## src/rtl/nibble_serial_adder16.sv

```systemverilog
`default_nettype none
// ============================================================================
// Module   : nibble_serial_adder16
// Purpose  : Multi-cycle WIDTH-bit adder with carry-in. Operands are latched
//            on an accepted start and added one SLICE-bit slice per clock,
//            LSB slice first, through a single slice adder and a carry
//            register. The result is ready NS = WIDTH/SLICE cycles after
//            start, signalled by a one-cycle done pulse.
// Ports    : clk    - system clock, rising edge active
//            rst    - asynchronous active-high reset
//            start  - request, sampled only while idle
//            a, b   - operands, captured on accepted start
//            cin    - carry-in, captured on accepted start
//            busy   - high while an operation is in progress
//            done   - one-cycle pulse when sum/cout become valid
//            sum    - registered result, held until next completion
//            cout   - registered carry-out of the MSB slice
//            ovf    - (NIBBLE_ADD_SIGNED_OVF_EN only) two's-complement
//                     overflow, registered with sum
// Options  : define NIBBLE_ADD_SIGNED_OVF_EN to add the ovf output.
// Revision : 1.0 - initial release
// ============================================================================
module nibble_serial_adder16 #(
  parameter int WIDTH = 16,  // must be an integer multiple of SLICE
  parameter int SLICE = 4
) (
  input  logic             clk,
  input  logic             rst,
  input  logic             start,
  input  logic [WIDTH-1:0] a,
  input  logic [WIDTH-1:0] b,
  input  logic             cin,
  output logic             busy,
  output logic             done,
  output logic [WIDTH-1:0] sum,
  output logic             cout
`ifdef NIBBLE_ADD_SIGNED_OVF_EN
  ,
  output logic             ovf
`endif
);

  localparam int            NS     = WIDTH / SLICE;
  localparam int            KW     = (NS > 1) ? $clog2(NS) : 1;
  localparam logic [KW-1:0] K_LAST = KW'(NS - 1);

  typedef enum logic [0:0] {
    S_IDLE = 1'b0,
    S_RUN  = 1'b1
  } state_t;

  state_t           r_state;
  state_t           w_state_next;

  logic [WIDTH-1:0] r_a;
  logic [WIDTH-1:0] r_b;
  logic [WIDTH-1:0] r_psum;
  logic             r_carry;
  logic [KW-1:0]    r_k;

  logic [SLICE-1:0] w_a_sl;
  logic [SLICE-1:0] w_b_sl;
  logic [SLICE:0]   w_slice_sum;   // MSB is the slice carry-out
  logic [WIDTH-1:0] w_psum_next;
  logic             w_accept;
  logic             w_last;

  // --------------------------------------------------------------------------
  // Slice adder: one SLICE-bit add per clock on slice k of the latched operands
  // --------------------------------------------------------------------------
  always_comb begin
    w_a_sl      = r_a[r_k*SLICE +: SLICE];
    w_b_sl      = r_b[r_k*SLICE +: SLICE];
    w_slice_sum = {1'b0, w_a_sl} + {1'b0, w_b_sl} + {{SLICE{1'b0}}, r_carry};
    w_psum_next = r_psum;
    w_psum_next[r_k*SLICE +: SLICE] = w_slice_sum[SLICE-1:0];
  end

  assign w_accept = (r_state == S_IDLE) && start;
  assign w_last   = (r_k == K_LAST);
  assign busy     = (r_state == S_RUN);

`ifdef NIBBLE_ADD_SIGNED_OVF_EN
  // Carry into the operand MSB is recovered from the MSB bit of the slice
  // sum; overflow is that carry-in XOR the carry-out of the MSB.
  logic w_msb_cin;
  logic w_ovf_next;
  assign w_msb_cin  = w_a_sl[SLICE-1] ^ w_b_sl[SLICE-1] ^ w_slice_sum[SLICE-1];
  assign w_ovf_next = w_msb_cin ^ w_slice_sum[SLICE];
`endif

  // --------------------------------------------------------------------------
  // FSM: state register
  // --------------------------------------------------------------------------
  always_ff @(posedge clk or posedge rst) begin
    if (rst) begin
      r_state <= S_IDLE;
    end else begin
      r_state <= w_state_next;
    end
  end

  // --------------------------------------------------------------------------
  // FSM: next-state logic
  // --------------------------------------------------------------------------
  always_comb begin
    w_state_next = r_state;
    case (r_state)
      S_IDLE:  if (start)  w_state_next = S_RUN;
      S_RUN:   if (w_last) w_state_next = S_IDLE;
      default: w_state_next = S_IDLE;
    endcase
  end

  // --------------------------------------------------------------------------
  // Datapath registers
  // --------------------------------------------------------------------------
  always_ff @(posedge clk or posedge rst) begin
    if (rst) begin
      r_a     <= '0;
      r_b     <= '0;
      r_psum  <= '0;
      r_carry <= 1'b0;
      r_k     <= '0;
      done    <= 1'b0;
      sum     <= '0;
      cout    <= 1'b0;
`ifdef NIBBLE_ADD_SIGNED_OVF_EN
      ovf     <= 1'b0;
`endif
    end else begin
      done <= 1'b0;
      if (w_accept) begin
        r_a     <= a;
        r_b     <= b;
        r_carry <= cin;
        r_k     <= '0;
      end else if (r_state == S_RUN) begin
        r_psum  <= w_psum_next;
        r_carry <= w_slice_sum[SLICE];
        r_k     <= r_k + 1'b1;
        if (w_last) begin
          // Final slice: publish the assembled sum directly from the
          // next-state partial sum so no extra cycle is needed.
          sum  <= w_psum_next;
          cout <= w_slice_sum[SLICE];
          done <= 1'b1;
`ifdef NIBBLE_ADD_SIGNED_OVF_EN
          ovf  <= w_ovf_next;
`endif
        end
      end
    end
  end

endmodule
`default_nettype wire
```

## config.mk

```make
export PLATFORM = sky130hd
export DESIGN_NAME = nibble_serial_adder16
export DESIGN_NICKNAME = d
export VERILOG_FILES = /design/src/rtl/nibble_serial_adder16.sv
export SDC_FILE = /design/constraint.sdc
export NUM_CORES = 1
export LEC_CHECK = 0
export CAP_MARGIN = 40
export CORE_ASPECT_RATIO = 0.5
export CORE_UTILIZATION = 54
export CTS_BUF_LIST = sky130_fd_sc_hd__clkbuf_8
export DETAILED_ROUTE_END_ITERATION = 7
export GPL_ROUTABILITY_DRIVEN = 0
export PLACE_DENSITY = 0.92
export REMOVE_ABC_BUFFERS = 1
export SYNTH_ARGS = -nofsm -noshare
export SYNTH_HDL_FRONTEND = slang
export SYNTH_SLANG_ARGS = --single-unit
```

## constraint.sdc

```tcl
create_clock -name clk -period 3.6 [get_ports clk]
set_clock_uncertainty 0.05 [all_clocks]
set_input_delay 1.08 -clock clk [delete_from_list [all_inputs] [get_ports clk]]
set_output_delay 1.08 -clock clk [all_outputs]
set_load 0.02 [all_outputs]
```

Yosys cells after proc, flatten, opt, wreduce, memory -nomap -nowiden --
Cells that the tools add are included. Widths: inputs -> output; s select.
Operators by class: add/sub/neg operators 4, equal/unequal tests 1, shift-type cells 4, multiplexer cells 11, bitwise gates (word level) 2, reductions and logical operators 4
Operators with widths (number):
- $neg 4->34 | 1
- $shift 4x34->16 const A | 1
- $shiftx 4x34->16 | 1
- $shiftx 16x5->4 | 2
- $bwmux 16 | 1
- $mux 1 | 7
- $add 4x4->5 | 1
- $add 5x1->5 | 1
- $mux 2 | 2
- $reduce_and 3->1 | 1
- $add 2x1->2 const B | 1
- $eq 2x2->1 const B | 1
- $not 1->1 | 2
- $pmux 1 s2 | 1
- $reduce_and 2->1 | 1
- $reduce_bool 2->1 | 1
- $logic_and 1x1->1 | 1
Storage, ports and cells: register bits after elaboration 70, bits of input ports 36, output and inout port bits 19, word-level logic and storage cells 35

Longest topological paths before layout --
Gate-level depths: netlist of run 1.
depth in word-level cells 5, depth in mapped cells 7, gate-level depth less buffers 6

Least setup slack after synthesis of run 1 --
No wires, ideal clock.
kind flip-flop to flip-flop, from reg r_k[0], to reg sum[15], setup time 0.122 ns, arrival time 2.441 ns, data required time 3.428 ns, path slack 0.987 ns, stages on the path, launching flop included 8, buffers on the path 2, clock period less this slack 2.613 ns, cells stage by stage dfrtp_1 -> buf_6 -> mux4_2 -> fa_1 -> and3_1 -> buf_6 -> or3_4 -> a32o_1
Between the ends: longest elaborated chain between the ends 5, elaborated cells between the ends (all ways) 10, classes of those cells add/sub (3); eq/ne (1); shift (4); mux (1); reduce/logical (1)
RTL lines:
- from (decl) | RTL line 59 | logic [KW-1:0] r_k;
- from (signal assigned) | RTL line 141 | r_k <= r_k + 1'b1;
- $shiftx 16x5->4 (on tied branches) | RTL line 72, 73
- $add 4x4->5 | RTL line 74 | w_slice_sum = {1'b0, w_a_sl} + {1'b0, w_b_sl} + {{SLICE{1'b0}}, r_carry};
- $add 5x1->5 | RTL line 74
- $shiftx 4x34->16 | RTL line 76 | w_psum_next[r_k*SLICE +: SLICE] = w_slice_sum[SLICE-1:0];
- $bwmux 16 | RTL line 76
- to (signal assigned) | RTL line 145 | sum <= w_psum_next;
- to (decl) | RTL line 35 | output logic [WIDTH-1:0] sum,
Parallel ways exist; a longest one is shown, timed or not. A chain may end at the register's enable or synchronous reset.

Worst setup path after layout of run 1 --
from reg r_k[0], to reg sum[6]
The elaborated chain is that of the path after synthesis.

==> results.sh, run 1 <==
export IMPL_clock_fmax_mhz=323.5
export IMPL_core_region_area_um2=5492
export IMPL_slew_limit_headroom_pct=41.98
export IMPL_rsz0062_at_grt="false"
export IMPL_area_delta_synth_final_pct=25.57
export IMPL_cts_inserted_buffers=9
export IMPL_reg2reg_setup_slack_ns=0.51
export IMPL_tns_ns=0
export IMPL_worstPathMaxFanout=7
export IMPL_wirelength_um=6823
export IMPL_synth_main_ff_cell="dfrtp_1"
export IMPL_worst_pin_slew_ns=0.8682
export IMPL_dp_hpwl_um=4560
export IMPL_hold_path_cell_count=2
export IMPL_leakagePower_uw=0.001690
export IMPL_cts_hold_fix_buffers=0
export IMPL_portBuffers=54
export IMPL_setup_viol=0
export IMPL_die_height_um=55.52
export IMPL_initialDrtViolationCount=120
export IMPL_cts_tree="yes"
export IMPL_nNetsFinal=333
export IMPL_htreeDepth=3
export IMPL_synthesis_instances=233
export IMPL_outcome="complete, but fails checks"
export IMPL_synth_top_area_share_pct=53.40
export IMPL_end_kind="flip-flop"
export IMPL_regToRegEndpoint="sum[6]$_DFFE_PP0P_"
export IMPL_fp_dieW_um=109.0
export IMPL_initial_utilization_pct=56.32
export IMPL_clock_sinks=66
export IMPL_clk_latency_ns=0.34
export IMPL_crit_arrival_ns=3.27
export IMPL_syn_area_um2=3093
export IMPL_synth_most_common_cell="dfrtp_1"
export IMPL_clk_pin_slew_ns=0.07
export IMPL_vias=2189
export IMPL_maxSlewViolCount=0
export IMPL_worstRegToRegCells=6
export IMPL_ios=55
export IMPL_drtAntennaViolNets=0
export IMPL_drc=2
export IMPL_track_usage_pct=25.64
export IMPL_grt_remaining_overflow=0
export IMPL_die_area_um2=6053
export IMPL_drt_pass1_iter_count=6
export IMPL_synth_distinct_cells=33
export IMPL_peakVddDrop_v=0.0006933
export IMPL_r2r_start="r_k[0]$_DFFE_PP0P_"
export IMPL_hold_slack_ns=0.4272
export IMPL_holdCritStartpoint="sum[1]$_DFFE_PP0P_"
export IMPL_synth_edf_count=0
export IMPL_cts_setup_buffers=0
export IMPL_min_path_type="flip-flop to flip-flop"
export IMPL_start_kind="flip-flop"
export IMPL_yosysTopAreaCell="dfrtp_1"
export IMPL_cts_root_buf="clkbuf_8"
export IMPL_grt_antenna_before_repair=0
export IMPL_area_sequential_um2=1652
export IMPL_path_class="flip-flop to flip-flop"
export IMPL_via_per_inst=5.997
export IMPL_yosysWarnings=0
export IMPL_ys_seq_elements=66
export IMPL_num_rows=19
export IMPL_violations="DRC"
export IMPL_synthTopCellsByCount="dfrtp_1 (66), mux2_2 (33), nand2_1 (15)"
export IMPL_hold_end="sum[1]$_DFFE_PP0P_"
export IMPL_wire_per_inst_um=18.69
export IMPL_fill_cells=346
export IMPL_required_ns=3.78
export IMPL_async_flop_share_pct=100.0
export IMPL_syn_avg_cell_area_um2=13.27
export IMPL_post_route_period_util_pct=85.87
export IMPL_diodes=0
export IMPL_grt_pass1_wl_um=11450
export IMPL_dp_cells=349
export IMPL_period_needed_ns=3.091
export IMPL_layout_cells_non_filler=365
export IMPL_synth_area_leaders="dfrtp_1 (53%), mux2_2 (12%), mux4_2 (5.8%), a22o_1 (3.4%), ha_1 (3.2%)"
export IMPL_drive_gt1_share_pct=21.92
export IMPL_drv_cap=0
export IMPL_hold_viol=0
export IMPL_multiInputGateArea_um2=1349
export IMPL_synth_seq_area_share_pct=53.40
export IMPL_cts_max_path_buffers=2
export IMPL_p_per_area_nw_per_um2=1028
export IMPL_grt_pass1_vias=2279
export IMPL_cts_resized=0
export IMPL_grt_max_degree=35
==> flip-flops by register name (all words and copies together), names as in the netlist <==
register / flops
r_carry: 1
r_k: 2
sum: 16
r_b: 16
busy: 1
done: 1
r_psum: 12
cout: 1
r_a: 16
==> report_power, final <==
group | switching [uW] | total (uW) | leakage, uW | internal [uW]
Clock | 265 | 614 | 0.000113 | 349
Sequential | 237 | 1310 | 0.000834 | 1070
Combinational | 1130 | 2070 | 0.000743 | 939
==> metrics by stage <==
stage	power (uW)	util [%]	worst slack, ns	area (um^2)
2_1_floorplan	2637	-	0.4480	3017
3_3_place_gp	3200	67.12	0.8269	3686
3_5_place_dp	3293	67.12	0.6782	3686
4_1_cts	3960	70.72	0.5365	3884
5_1_grt	4220	70.72	0.3859	3884
6_report	3991	70.72	0.5088	3884
==> metal layers <==
| layer | vias up | track usage (%) | share of wire [%] |
|---|---|---|---|
| met4 | 0 | 11.39 | 3.0 |
| met3 | 20 | 7.910 | 6.1 |
| met2 | 95 | 39.71 | 50 |
| li1 | 970 | - | - |
| met5 | - | 0 | 0 |
| met1 | 1104 | 33.41 | 41 |
==> cell usage in the layout, fill, tap and decap left out, types with 2 or more instances in the layout <==
master | Yosys | routed
nor2b_1 | 11 | 10
and4bb_2 | 2 | 2
buf_4 | 0 | 2
and2_1 | 3 | 3
dfrtp_1 | 66 | 66
fa_1 | 2 | 2
inv_1 | 4 | 6
inv_2 | 1 | 2
ha_1 | 8 | 8
a22o_1 | 12 | 12
mux2_2 | 33 | 33
clkdlybuf4s50_1 | 0 | 54
o211ai_1 | 3 | 3
mux4_2 | 8 | 8
a21o_1 | 3 | 3
clkbuf_8 | 0 | 11
nand3_1 | 3 | 3
a21oi_1 | 14 | 14
and3_1 | 2 | 2
and4b_1 | 4 | 4
o21ai_0 | 10 | 10
nand4bb_1 | 3 | 3
nand2_1 | 15 | 15
a32o_1 | 4 | 4
==> worst max path at each step <==
stage | start | endpoint
6_report | r_k[0]$_DFFE_PP0P_ | sum[6]$_DFFE_PP0P_
4_1_cts | r_k[0]$_DFFE_PP0P_ | sum[6]$_DFFE_PP0P_
2_1_floorplan | start | r_a[0]$_DFFE_PP0P_
5_1_grt | r_k[0]$_DFFE_PP0P_ | sum[6]$_DFFE_PP0P_
3_5_place_dp | r_k[0]$_DFFE_PP0P_ | sum[6]$_DFFE_PP0P_
3_3_place_gp | r_k[0]$_DFFE_PP0P_ | sum[6]$_DFFE_PP0P_
==> logic make-up after synthesis <==
family / count (synthesis) / synth area share (%)
DFF: 66 / 53.40
AOI/OAI and AO/OA: 49 / 10.68
and+or+nand+nor: 47 / 10.19
muxes: 41 / 17.84
buffers and inverters: 19 / 3.074
adders and majority gates: 10 / 4.531
xor gates and xnor gates: 1 / 0.2832
==> worst max-delay path: stages, from the launching register on <==
cell	delay, ns
dfrtp_1	0.50
mux4_2	0.56
fa_1	0.44
fa_1	0.43
xor2_1	0.60
a21oi_1	0.15
o21ai_0	0.25
==> cell type report <==
| type | count | area share, % |
|---|---|---|
| Multi-Input combinational cell | 148 | 34.73 |
| Clock inverter | 5 | 1.192 |
| Sequential cell | 66 | 42.53 |
| Inverter | 5 | 0.4832 |
| Tap cell | 73 | 2.352 |
| Timing Repair Buffer | 57 | 14.82 |
| Clock buffer | 11 | 3.898 |
Power figures use the tool's default switching activity.
==> run 2, diff against run 1 <==
Settings changed: GPL_TIMING_DRIVEN from default to 0.
==> run 2 against run 1 <==
Compared with the run above: the run still ends with DRC left; first-iteration DRC count decreased by 3.3%; critical path depth stayed put; via count down 1.4%; sequential share of layout area down 0.33 points; global-route usage decreased by 0.10 points; cell count is the same; hold slack improved by 0.0057 ns; sequential power about the same; combinational power decreased by 2%; highest routed layer unchanged.
==> results.sh, run 2 (synthesis gave the netlist of run 1 again) <==
export IMPL_ios=55
export IMPL_outcome="complete, but fails checks"
export IMPL_slew_limit_headroom_pct=40.06
export IMPL_end_kind="flip-flop"
export IMPL_htreeDepth=3
export IMPL_crit_arrival_ns=3.37
export IMPL_setup_slack_ns=0.4385
export IMPL_cts_root_buf="clkbuf_8"
export IMPL_grt_antenna_before_repair=0
export IMPL_dp_cells=349
export IMPL_worst_pin_slew_ns=0.8969
export IMPL_path_class="flip-flop to flip-flop"
export IMPL_drive_gt1_share_pct=22.95
export IMPL_slowest_delay_ns=0.63
export IMPL_cts_max_path_buffers=2
export IMPL_fp_dieW_um=109.0
export IMPL_critPathBufInv=0
export IMPL_violations="DRC"
export IMPL_p_per_area_nw_per_um2=1028
export IMPL_nNetsFinal=333
export IMPL_wire_per_inst_um=18.16
export IMPL_hold_slack_ns=0.4329
export IMPL_slowest_stage="dfrtp_2"
export IMPL_dp_slack_ns=0.2527
export IMPL_grt_max_degree=39
export IMPL_clk_latency_ns=0.35
export IMPL_cts_setup_buffers=0
export IMPL_reg2reg_setup_slack_ns=0.44
export IMPL_peakVddDrop_v=0.0005915
export IMPL_drc=2
export IMPL_portBuffers=54
export IMPL_cts_tree="yes"
export IMPL_min_path_type="flip-flop to flip-flop"
export IMPL_required_ns=3.81
export IMPL_p_total_uw=4028
export IMPL_rsz0062_at_grt="false"
export IMPL_final_common_cell="dfrtp_1"
export IMPL_die_height_um=55.52
export IMPL_die_area_um2=6053
export IMPL_layout_common_cells="dfrtp_1 (65), clkdlybuf4s50_1 (54), mux2_2 (33), nand2_1 (15), a21oi_1 (14)"
export IMPL_num_rows=19
export IMPL_post_route_period_util_pct=87.82
export IMPL_start_kind="flip-flop"
export IMPL_drtAntennaViolNets=0
export IMPL_period_needed_ns=3.161
export IMPL_design_area_um2=3918
export IMPL_track_usage_pct=25.54
export IMPL_grt_pass1_vias=2280
export IMPL_dp_hpwl_um=4571
export IMPL_grt_remaining_overflow=0
export IMPL_core_region_area_um2=5492
export IMPL_crit_top_cell="fa_1"
export IMPL_setup_viol=0
export IMPL_clk_pin_slew_ns=0.07
export IMPL_crit_chain="mux4_2, fa_1, fa_1, xor2_1, a21oi_1, o21ai_0"
export IMPL_drt_pass1_iter_count=6
export IMPL_crit_family="adder cells"
export IMPL_cts_hold_fix_buffers=0
export IMPL_maxSlewViolCount=0
export IMPL_clock_fmax_mhz=316.3
export IMPL_clock_sinks=66
export IMPL_cts_inserted_buffers=9
export IMPL_leakagePower_uw=0.001682
export IMPL_diodes=0
export IMPL_drv_cap=0
export IMPL_hold_viol=0
export IMPL_cts_resized=0
export IMPL_largestRegisters="r_a x16, r_b x16, sum x16"
export IMPL_grt_pass1_wl_um=11160
export IMPL_place_area_um2=3697
export IMPL_wirelength_um=6629
export IMPL_via_per_inst=5.915
export IMPL_initialDrtViolationCount=116
export IMPL_area_delta_synth_final_pct=26.66
export IMPL_vias=2159
export IMPL_layout_cells_non_filler=365
export IMPL_worstPathMaxFanout=15
export IMPL_initial_utilization_pct=56.32
==> run 2: power by group <==
| group | leakage (uW) | switching (uW) | internal, uW |
|---|---|---|---|
| sequential | 0.000833 | 258 | 1070 |
| combinational | 0.000746 | 1080 | 943 |
| clock | 0.000103 | 290 | 388 |
==> run 2: final cells by class <==
type	count	area, um^2
Sequential cell	66	1653
Fill cell	350	1574
Multi-Input combinational cell	148	1349
Timing Repair Buffer	57	586.8
Clock buffer	9	123.9
Clock inverter	7	95.09
Tap cell	73	91.34
Inverter	5	18.77
==> run 2: worst register-to-register path, stage by stage (launching register included) <==
cell	delay (ns)
dfrtp_2	0.63
mux4_2	0.59
fa_1	0.46
fa_1	0.44
xor2_1	0.58
a21oi_1	0.13
o21ai_0	0.19
==> run 2: final timing paths <==
check                                   start                   to  cells after the start
setup / recovery           r_k[0]$_DFFE_PP0P_   sum[6]$_DFFE_PP0P_                      6
hold / removal             sum[1]$_DFFE_PP0P_   sum[1]$_DFFE_PP0P_                      2
setup reg to reg           r_k[0]$_DFFE_PP0P_   sum[6]$_DFFE_PP0P_                      6
hold reg to reg            sum[1]$_DFFE_PP0P_   sum[1]$_DFFE_PP0P_                      2
max in group asynchronous                 rst   r_k[0]$_DFFE_PP0P_                      3
min in group asynchronous                 rst  r_a[13]$_DFFE_PP0P_                      2
==> run 2: metal layers <==
metal / global-route usage, % / wire length, um / up-vias
met5: 0 / 0 / -
met4: 13.32 / 174 / 0
met3: 8.146 / 496 / 24
met2: 39.89 / 3311 / 85
met1: 31.96 / 2646 / 1088
li1: - / - / 962
==> run 2: through the flow <==
| stage | setup TNS [ns] | utilization (%) |
|---|---|---|
| 2_1_floorplan | 0 | - |
| 3_3_place_gp | -24.22 | 66.44 |
| 3_5_place_dp | 0 | 67.33 |
| 4_1_cts | 0 | 71.31 |
| 5_1_grt | 0 | 71.34 |
| 6_report | 0 | 71.34 |
==> run 3, diff against run 2 <==
Settings changed: GPL_TIMING_DRIVEN 0 to default.
==> results of run 3 <==
No change in the layout: final DEF, timing and power equal those of run 1.
